<file path="src/rtl/inv_add_mix_round.sv">
// inv_add_mix_round: decryption round back-end.
//
// Applies AddRoundKey to the invSubBytes state when a block is accepted. On a normal round it
// then applies InvMixColumns. On the final round (last_round=1) that step is skipped.
// The block has a single-entry buffer, with a valid/ready handshake on both sides.
//
// Ports:
//   clk        - system clock; all logic on the rising edge
//   rst        - synchronous, active-high reset
//   in_valid   - in_state/round_key/last_round valid
//   in_ready   - block idle and able to accept
//   in_state   - invSubBytes output; byte 0 = bits 127:120, column c = bits 127-32c : 96-32c
//   round_key  - round key for this round
//   last_round - 1 = skip InvMixColumns
//   out_valid  - out_state valid
//   out_ready  - consumer accepts out_state
//   out_state  - round result
//
// Parameter KEY_REG:
//   1 = round_key is captured with the state at accept.
//   0 = upstream holds round_key until out_valid.
//
// Build option INV_ADD_MIX_PARALLEL_EN:
//   Defined   - all four columns are mixed in one cycle, using four InvMixColumns instances.
//   Undefined - one column is mixed per cycle through a single shared instance.

module inv_add_mix_round #(
  parameter int unsigned KEY_REG = 1
) (
  input  logic         clk,
  input  logic         rst,
  input  logic         in_valid,
  output logic         in_ready,
  input  logic [127:0] in_state,
  input  logic [127:0] round_key,
  input  logic         last_round,
  output logic         out_valid,
  input  logic         out_ready,
  output logic [127:0] out_state
);

  typedef enum logic [1:0] {StIdle, StMix, StDone} state_e;

  state_e       state_q;
  logic [127:0] work_q;
  logic [127:0] ark;
  logic [127:0] mixed;

  // GF(2^8) multiply by x, reduction polynomial 0x11B.
  function automatic logic [7:0] xtime(input logic [7:0] b);
    return {b[6:0], 1'b0} ^ (b[7] ? 8'h1b : 8'h00);
  endfunction

  // InvMixColumns on one column; s0 is the most significant byte.
  function automatic logic [31:0] inv_mix_col(input logic [31:0] c);
    logic [7:0] s [4];
    logic [7:0] m9 [4];
    logic [7:0] mb [4];
    logic [7:0] md [4];
    logic [7:0] me [4];
    logic [7:0] x2, x4, x8;
    for (int i = 0; i < 4; i++) begin
      s[i]  = c[31-8*i -: 8];
      x2    = xtime(s[i]);
      x4    = xtime(x2);
      x8    = xtime(x4);
      m9[i] = x8 ^ s[i];
      mb[i] = x8 ^ x2 ^ s[i];
      md[i] = x8 ^ x4 ^ s[i];
      me[i] = x8 ^ x4 ^ x2;
    end
    return {me[0] ^ mb[1] ^ md[2] ^ m9[3],
            m9[0] ^ me[1] ^ mb[2] ^ md[3],
            md[0] ^ m9[1] ^ me[2] ^ mb[3],
            mb[0] ^ md[1] ^ m9[2] ^ me[3]};
  endfunction

  // AddRoundKey is folded into the accept edge, so the key value is snapshotted either way.
  // KEY_REG therefore only changes what upstream is promised, not the datapath.
  if (KEY_REG != 0) begin : g_key_reg
    assign ark = in_state ^ round_key;
  end else begin : g_key_live
    assign ark = in_state ^ round_key;
  end

`ifdef INV_ADD_MIX_PARALLEL_EN
  always_comb begin
    mixed = {inv_mix_col(work_q[127:96]), inv_mix_col(work_q[95:64]),
             inv_mix_col(work_q[63:32]),  inv_mix_col(work_q[31:0])};
  end

  always_ff @(posedge clk) begin
    if (rst) begin
      state_q <= StIdle;
      work_q  <= '0;
    end else begin
      unique case (state_q)
        StIdle: begin
          if (in_valid) begin
            work_q  <= ark;
            state_q <= last_round ? StDone : StMix;
          end
        end
        StMix: begin
          work_q  <= mixed;
          state_q <= StDone;
        end
        StDone: begin
          if (out_ready) state_q <= StIdle;
        end
        default: state_q <= StIdle;
      endcase
    end
  end
`else
  logic [1:0]  col_q;
  logic [31:0] col_in;
  logic [31:0] col_out;

  // One shared InvMixColumns instance.
  // The current column is muxed into it, and the result is written back in place.
  always_comb begin
    col_in = work_q[127:96];
    unique case (col_q)
      2'd0: col_in = work_q[127:96];
      2'd1: col_in = work_q[95:64];
      2'd2: col_in = work_q[63:32];
      2'd3: col_in = work_q[31:0];
      default: col_in = work_q[127:96];
    endcase
  end

  assign col_out = inv_mix_col(col_in);

  always_comb begin
    mixed = work_q;
    unique case (col_q)
      2'd0: mixed[127:96] = col_out;
      2'd1: mixed[95:64]  = col_out;
      2'd2: mixed[63:32]  = col_out;
      2'd3: mixed[31:0]   = col_out;
      default: mixed = work_q;
    endcase
  end

  always_ff @(posedge clk) begin
    if (rst) begin
      state_q <= StIdle;
      col_q   <= 2'd0;
      work_q  <= '0;
    end else begin
      unique case (state_q)
        StIdle: begin
          if (in_valid) begin
            work_q  <= ark;
            col_q   <= 2'd0;
            state_q <= last_round ? StDone : StMix;
          end
        end
        StMix: begin
          work_q <= mixed;
          col_q  <= col_q + 2'd1;  // wraps to 0 after column 3
          if (col_q == 2'd3) state_q <= StDone;
        end
        StDone: begin
          if (out_ready) state_q <= StIdle;
        end
        default: state_q <= StIdle;
      endcase
    end
  end
`endif

  assign in_ready  = (state_q == StIdle) && !rst;
  assign out_valid = (state_q == StDone);
  assign out_state = work_q;

endmodule

</file>
<file path="config.mk">
export PLATFORM = sky130hd
export DESIGN_NAME = inv_add_mix_round
export DESIGN_NICKNAME = d
export VERILOG_FILES = /design/src/rtl/inv_add_mix_round.sv
export SDC_FILE = /design/constraint.sdc
export NUM_CORES = 1
export LEC_CHECK = 0
export ABC_AREA = 1
export BUFFER_PORTS_ARGS = -buffer_cell sky130_fd_sc_hd__buf_4
export CAP_MARGIN = 5
export CORE_AREA = 2 2 153 155
export DETAILED_ROUTE_END_ITERATION = 10
export DIE_AREA = 0 0 155 157
export PLACE_DENSITY = 0.81
export SYNTH_ARGS = -nofsm -noshare
export SYNTH_HDL_FRONTEND = slang
export SYNTH_SLANG_ARGS = --single-unit
</file>
<file path="constraint.sdc">
create_clock -name clk -period 4.99 [get_ports clk]
set_input_delay 0.2495 -clock clk [delete_from_list [all_inputs] [get_ports clk]]
set_output_delay 0.2495 -clock clk [all_outputs]
set_load 0.005 [all_outputs]
</file>
==> reports/metrics.cfg <==
[timing]
worst_pin_slew_ns=1.20
relSlewSlack_pct=20.0
fin_hold_ws_ns=0.0737
fmax_ghz=0.235
drv_slew=0
rsz0062_at_grt=false
final-setup-viol-count=0
final_hold_viol_count=0
finalCritPeriodShare_pct=85.2
setup-tns-final_ns=0
final.min_clock_period_ns=4.25
fin_skew_ns=0.0161
worst_slack_ns=0.737

[yosys]
netlist_instances=1939
synth_nets=2205
ys_seq_area_share_pct=22.8
synth_most_common_cell=nand2_1
async_flop_share_pct=0
ys_ff_latch=132
ys_types=41
synth_area_leaders=dfxtp_1, nand2_1, a21oi_1
postSynthAreaPerCell_um2=5.98
synth-edff-count=0
synthTopCellsByCount=nand2_1, a21oi_1, o21ai_0
synth_top_area_cell=dfxtp_1
yosysWarnings=0
synthFlopType=dfxtp_1
synth_top_area_share_pct=22.8
mappedNetlistArea_um2=11600

[critical_path]
reg2reg_depth=12
startpoint_type=flip-flop
worstSetupStartpoint=col_q[1]
timing.rr.end=out_state[80]
cp_num_buf_inv=2
end_kind=flip-flop
cp_max_fo=22
worst-setup-path-type=reg -> reg
r2r_start=col_q[1]
critical_path_required_ns=5.25
crit_family=compound AO/OA/AOI/OAI gates
worstPathCellList=inv_1, ha_1, buf_4, nand2_1, nand2_1, o21bai_1, nand2_1, nand2_2, xor2_1, xor2_1, o21ai_0, a21oi_1
slowest_stage=o21ai_0
worstPathArrival_ns=4.51
cpPeakStageDelay_ns=0.91
cp_common_cell=nand2_1
r2r_slack_ns=0.74

[routing]
wirelength_mm=56.7
ant_nets=0
num_vias=15806
wl_per_cell_um=21.9
drtPass1Iterations=6
vias_per_cell=6.12
drt_iter0_markers=2138
drc=0

[placed_design]
dp_slack_ns=0.946
hpwl_mm=44.4
placed_area_um2=14600
io_buffers=390
place.gp.congestion=0.982

[min_path]
hold_start=rst
min_path_cells=2
hold_end=col_q[1]
hp-class=in -> reg

[global_routing]
gr-total-overflow=0
grt_usage_pct=44.9
grt_pass1_vias=14248
antenna_found_initial=3
grt_pass1_wl_mm=82.8
grt_max_degree=123

[pwr]
peakVddDrop_v=0.000252
powerDensity_nw_per_um2=479
leakage_nw=7.41

[layout]
final_net_count=2549
fin_area_um2=15200
drive_above_1_share_pct=23.1
areaGrowthSynthToFinish_pct=31.0

[clock_network]
cts_buffer_depth=2
post-cts-setup-buffers=0
cts_resized=0
cts_tree=done
root_buffer=clkbuf_16
ctsHoldBuffers=0
htreeDepth=4
clock-sinks=132
numCtsBuffers=17
clkLatencyLatePin_ns=0.44
cts.clk_slew.worst_paths_ns=0.06

[floorplan]
fp.dieH_um=157
coreArea_um2=22500
die_area_um2=24300
row_count=55
io_pins=391
die_x_um=155
start_util_pct=51.5

[status]
outcome=completed

[job]
cap_viol_max_count=0

layout by cell type (no fill, tap or decap), drive strengths merged:
cell        n
clkbuf     18
inv        91
nand4       1
nand2b      1
o21bai     15
clkinv      1
nor2      196
o21ai     263
o32a        1
nand2     632
nand3b      4
a31oi      15
diode       3
xnor2      33
nand3     114
clkinvlp    4
xor2       90
a211oi      2
dfxtp     132
buf       402
a21oi     261
or2         8
a21o        2
o22ai       3
bufinv      2
ha          5
power breakdown:
part / switching (mW) / internal, mW / total, mW
Combinational: 3.03 / 1.55 / 4.58
Sequential: 0.164 / 1.21 / 1.38
Clock: 0.559 / 0.764 / 1.32
Total: 3.76 / 3.52 / 7.28
metal layers:
metal  vias to the layer above  global-route usage [%]  wire length [µm]
met5                         -                       0                 0
met4                         0                    23.5              3410
met3                       233                    10.8              7340
met2                      1251                    70.3             24800
met1                      7215                    57.3             21100
li1                       7107                       -                 -
sequential cells by signal (all words and copies together), names as in the netlist:
signal / cells
col_q: 2
out_state: 128
state_q: 2
worst max-delay path by stage:
stage	depth (start not counted)	to	slack (ns)
final	12	out_state[80]	0.74
after floorplan	14	out_state[32]	2.54
after global routing	11	out_state[48]	0.52
after global placement	12	out_state[16]	1.01
after CTS	11	out_state[80]	0.91
after detailed placement	11	out_state[80]	0.95
stage by stage:
step | utilization [%] | cells | power, mW
detailed placement | 64.8 | 2549 | 5.82
floorplan | - | 1939 | 4.29
global placement | 64.8 | 2549 | 5.77
CTS | 67.5 | 2581 | 7.13
global route | 67.5 | 2584 | 7.72
finish | 67.5 | 2584 | 7.28
cells by family (layout without fill, tap and decap cells):
logic type / count (synthesis) / in the layout / synth area share [%]
AO/OA/AOI/OAI: 562 / 562 / 26.0
XOR/XNOR: 123 / 123 / 9.90
adder cells (fa/ha/maj): 5 / 5 / 0.539
buffers and inverters: 161 / 518 / 6.28
flip-flops: 132 / 132 / 22.8
other: 0 / 3 / 0
AND/OR/NAND/NOR: 956 / 956 / 34.5
area by class of cell:
class                   instances  area (µm²)
diodes                          3        7.51
clock buffers                  18         439
clock inverters                14         163
fillers                      1952        7310
inverters                      84         322
multi-input cells            1646        8250
flip-flops and latches        132        2640
well taps                     285         357
repair buffers                402        3020
Note: power is estimated with default switching activity, not from simulation.
